File: src/rtl/des_scan_capture.sv
// Deserializes the DES scan-out stream into 16 committed round words.
// A capture starts on a TestMode rise and commits only when all bits arrive.
module des_scan_capture #(
  parameter int NBITS  = 512,
  parameter int WORD   = 32,
  parameter int NWORDS = 16,
  parameter int LEAD   = 0
) (
  input  logic            clk,
  input  logic            rst_n,
  input  logic            TestMode,
  input  logic            SOUT,
  input  logic            ack,
  input  logic [3:0]      rd_sel,
  output logic [WORD-1:0] rd_data,
  output logic            busy,
  output logic            done,
  output logic            abort_err,
  output logic [9:0]      bit_cnt
);

  typedef enum logic [1:0] {
    IDLE,
    LEAD_WAIT,
    SHIFT,
    DONE
  } state_t;

  localparam logic [9:0] LAST   = 10'(NBITS - 1);
  localparam logic [3:0] LEAD_N = 4'(LEAD);
  localparam logic [3:0] TOP_W  = 4'(NWORDS - 1);

  state_t state_q, state_d;

  logic                         tm_q;
  logic                         rise;
  logic [3:0]                   lead_cnt;
  logic [NBITS-1:0]             sh;
  logic [NWORDS-1:0][WORD-1:0]  cw;

  logic clr, take, commit, abort, lead_inc;

  assign rise = TestMode & ~tm_q;

  always_comb begin
    state_d  = state_q;
    clr      = 1'b0;
    take     = 1'b0;
    commit   = 1'b0;
    abort    = 1'b0;
    lead_inc = 1'b0;
    unique case (state_q)
      IDLE, DONE: begin
        if (rise) begin
          clr = 1'b1;
          if (LEAD_N == 4'd0) begin
            take    = 1'b1;
            state_d = SHIFT;
          end else begin
            state_d = LEAD_WAIT;
          end
        end
      end
      LEAD_WAIT: begin
        if (!TestMode) begin
          abort   = 1'b1;
          state_d = IDLE;
        end else if (lead_cnt == LEAD_N) begin
          // the skipped cycles include the rise edge itself
          take    = 1'b1;
          state_d = SHIFT;
        end else begin
          lead_inc = 1'b1;
        end
      end
      SHIFT: begin
        if (!TestMode) begin
          abort   = 1'b1;
          state_d = IDLE;
        end else begin
          take = 1'b1;
          if (bit_cnt == LAST) begin
            commit  = 1'b1;
            state_d = DONE;
          end
        end
      end
      default: state_d = IDLE;
    endcase
  end

  always_ff @(posedge clk or negedge rst_n) begin
    if (!rst_n) begin
      state_q   <= IDLE;
      tm_q      <= 1'b0;
      lead_cnt  <= '0;
      sh        <= '0;
      cw        <= '0;
      bit_cnt   <= '0;
      done      <= 1'b0;
      abort_err <= 1'b0;
    end else begin
      state_q <= state_d;
      tm_q    <= TestMode;
      if (clr) begin
        lead_cnt <= 4'd1;
        sh       <= take ? {{(NBITS-1){1'b0}}, SOUT} : '0;
        bit_cnt  <= take ? 10'd1 : 10'd0;
      end else if (take) begin
        sh      <= {sh[NBITS-2:0], SOUT};
        bit_cnt <= bit_cnt + 10'd1;
      end else if (lead_inc) begin
        lead_cnt <= lead_cnt + 4'd1;
      end
      if (commit) begin
        cw <= {sh[NBITS-2:0], SOUT};
      end
      if (commit) begin
        done <= 1'b1;
      end else if (ack) begin
        done <= 1'b0;
      end
      if (clr) begin
        abort_err <= 1'b0;
      end else if (abort) begin
        abort_err <= 1'b1;
      end
    end
  end

  assign busy    = (state_q == LEAD_WAIT) || (state_q == SHIFT);
  assign rd_data = cw[TOP_W - rd_sel];

endmodule

File: config.mk
export PLATFORM = sky130hd
export DESIGN_NAME = des_scan_capture
export DESIGN_NICKNAME = d
export VERILOG_FILES = /design/src/rtl/des_scan_capture.sv
export SDC_FILE = /design/constraint.sdc
export NUM_CORES = 1
export LEC_CHECK = 0
export ABC_AREA = 1
export ABC_CLOCK_PERIOD_IN_PS = 3300
export BUFFER_PORTS_ARGS = -buffer_cell sky130_fd_sc_hd__buf_2
export CORE_ASPECT_RATIO = 1.5
export CORE_MARGIN = 3
export CORE_UTILIZATION = 54
export CTS_CLUSTER_DIAMETER = 150
export DETAILED_ROUTE_END_ITERATION = 8
export PLACE_DENSITY = 0.76
export SLEW_MARGIN = 5
export SYNTH_ARGS = -nofsm -noshare
export SYNTH_HDL_FRONTEND = slang
export SYNTH_SLANG_ARGS = --single-unit
File: constraint.sdc
create_clock -name clk -period 3.3 [get_ports clk]
set_input_delay 0.99 -clock clk [delete_from_list [all_inputs] [get_ports clk]]
set_output_delay 0.99 -clock clk [all_outputs]
set_load 0.005 [all_outputs]
==> results.toml <==
[outcome]
outcome = "finished, final reports clean"

[die]
io_pins = 54
die-area_um2 = 83900
die_w_um = 238
core_um2 = 79100
start_util_pct = 54.9
rows = 126
die_h_um = 353

[cells_and_area]
postLayoutCellArea_um2 = 48900
multi_input_area_um2 = 12800
mostFrequentLayoutCell = "nand2_1"
area_delta_synth_final_pct = 12.7
drive_gt1_share_pct = 8.33
layout_common_cells = "nand2_1 (1233), dfrtp_1 (1042), inv_1 (782)"
n_fill_cell = 6278
regArea_um2 = 26100
final_nets = 4785
n_antenna_cell = 0

[sta]
fin_skew_ns = 0.0212
relSlewSlack_pct = 56.4
fmax_ghz = 0.303
setup_tns_ns = 0
finalMaxSlewViolations = 0
grt_setup_unrepaired = "yes"
min_period_ns = 3.30
finalSetupViolCount = 0
period_share_pct = 99.9
hold_violations = 0
worst_slew_pin_slew_ns = 0.654

[setup_path]
crit_slowest_cell = "buf_12"
crit_family = "buffers and inverters"
cp-end-kind = "output pin"
critPathMaxStageDelay_ns = 0.18
crit_fanout = 27
startpoint_type = "input pin"
crit_chain = "buf_16, buf_12, buf_12, a21oi_1, o21ai_0, nand3_1, nand3_1, nand2_2, buf_2"
critPathRequiredTime_ns = 2.31
crit_type = "in -> out"
critical_path_buf_inv_count = 4
crit_arrival_ns = 2.31

[synthesis]
ys_warn_count = 0
syn-cell-area_um2 = 43400
ys_seq_area_share_pct = 60.1
syn_nets = 4814
syn_avg_cell_area_um2 = 9.05
synthDistinctLibCells = 27
synth_flop_cell = "dfrtp_1"
async_flop_share_pct = 100
synth_enable_flop_cells = 0
syn_inst = 4800
synth-seq-cells = 1042

[clock_network]
clkSlewWorstSetupHoldPaths_ns = 0.07
cts_tree = "done"
cts_made_buffers = 90
clock-sinks = 1042
clockRootBuffer = "clkbuf_16"
clockBufferDepth = 3
clock_latency_ns = 0.66
cts_htree_levels = 3

[power]
swShare_pct = 27.3
pwr-share-seq_pct = 45.7
power_frac_comb_pct = 14.5
clkPwrFrac_pct = 39.8
intPower_w = 0.0205
power_density_nw_per_um2 = 576
leakagePower_nw = 23.4
irDropWorstVdd_mv = 0.479
p_sw_w = 0.00770

[detailed_routing]
vias = 33300
wire_per_inst_um = 18.8
drtPass1Iterations = 6
drcViolationCount = 0
drt_iter0_drc = 2793
antenna_left = 0
wl_um = 110000
post_drt_via_cell_ratio = 5.67

[grt]
grt_pass1_wl_um = 176000
grt-ovfl-total = 0
grt_pass1_vias = 32700
grt_max_degree = 150
track_usage_pct = 26.1
antenna_found_initial = 1

[place]
gp_congestion = 0.820
place.detailed.hpwl_um = 69400
placed_area_um2 = 45400
numPortBuffers = 53

[min_path]
min_path_type = "in -> async"

[run]
maxCapViolations = 0
metrics by stage:
step | hold slack, ns | instances | utilization (%) | setup WS (ns) | power (W)
3_3_place_gp | 0.448 | 5693 | 57.3 | -0.0693 | 0.0171
4_1_cts | 0.281 | 5856 | 61.5 | -0.0467 | 0.0282
6_report | 0.281 | 5864 | 61.8 | 0.00427 | 0.0282
5_1_grt | 0.303 | 5864 | 61.8 | -0.0188 | 0.0291
3_5_place_dp | 0.453 | 5693 | 57.3 | -0.0738 | 0.0171
2_1_floorplan | 0.437 | 4800 | - | 0.182 | 0.0154
registers in the layout, summed over array words and instances (netlist names):
name	cells
done	1
state_q	2
bit_cnt	10
cw	512
abort_err	1
lead_cnt	4
tm_q	1
sh	511
final timing paths:
check | from | to | slack, ns | cells past startpoint
max | rd_sel[0] | rd_data[8] | 0.004 | 9
min | rst_n | abort_err | 0.28 | 1
max reg2reg | bit_cnt[0] | cw[458] | 0.79 | 8
min reg2reg | sh[495] | cw[496] | 0.46 | 2
max in group asynchronous | rst_n | cw[96] | 1.94 | 2
min in group clk | sh[495] | cw[496] | 0.46 | 2
per-layer routing:
metal / GRT usage (%) / wire length [um] / vias up
li1: - / - / 15500
met5: 0 / 18 / -
met1: 33.8 / 43700 / 16500
met3: 3.06 / 6170 / 259
met4: 10.7 / 4380 / 2
met2: 44.8 / 56200 / 1042
power by group through the flow:
stage	clock network [W]	registers [W]	logic (W)
CTS	0.0113	0.0129	0.00402
global placement	0	0.0131	0.00397
finish	0.0112	0.0129	0.00410
global route	0.0118	0.0129	0.00437
floorplan	0	0.0131	0.00232
detailed placement	0	0.0131	0.00398
cells by family (layout without fill, tap and decap cells):
family / Yosys count / count (layout) / synth area share (%)
compound gates: 1148 / 1148 / 15.5
xor+xnor: 5 / 5 / 0.101
fa+ha+maj: 5 / 5 / 0.144
buf+inv: 1120 / 1160 / 10.7
flops: 1042 / 1042 / 60.1
simple gates: 1480 / 1480 / 13.5
synthesized netlist by cell type, types with 25 or more instances:
master       n  area [um2]
clkbuf_1   127         477
buf_2      120         601
nand2_1   1255        4710
a21oi_1    112         561
o21ai_1     63         315
buf_4       25         188
o22ai_1    508        3180
buf_1       36         135
o211ai_1   146        1100
dfrtp_1   1042       26100
nand3_1    208        1040
inv_1      782        2940
o21ai_0    318        1590
layout make-up:
type | instances | share of cell area, %
Clock buffer | 125 | 5.37
Clock inverter | 36 | 1.00
Inverter | 788 | 6.08
Multi-Input combinational cell | 2638 | 26.3
Sequential cell | 1042 | 53.3
Tap cell | 1024 | 2.62
Timing Repair Buffer | 211 | 5.40
timing repair:
item,4_1_cts,5_1_grt
pin swaps,0,6
gates cloned,2,6
setup endpoints to repair,16,31
setup buffers,0,2
gates resized for setup,17,37
hold buffers,0,0
No activity file was read; power rests on OpenSTA's default activity.
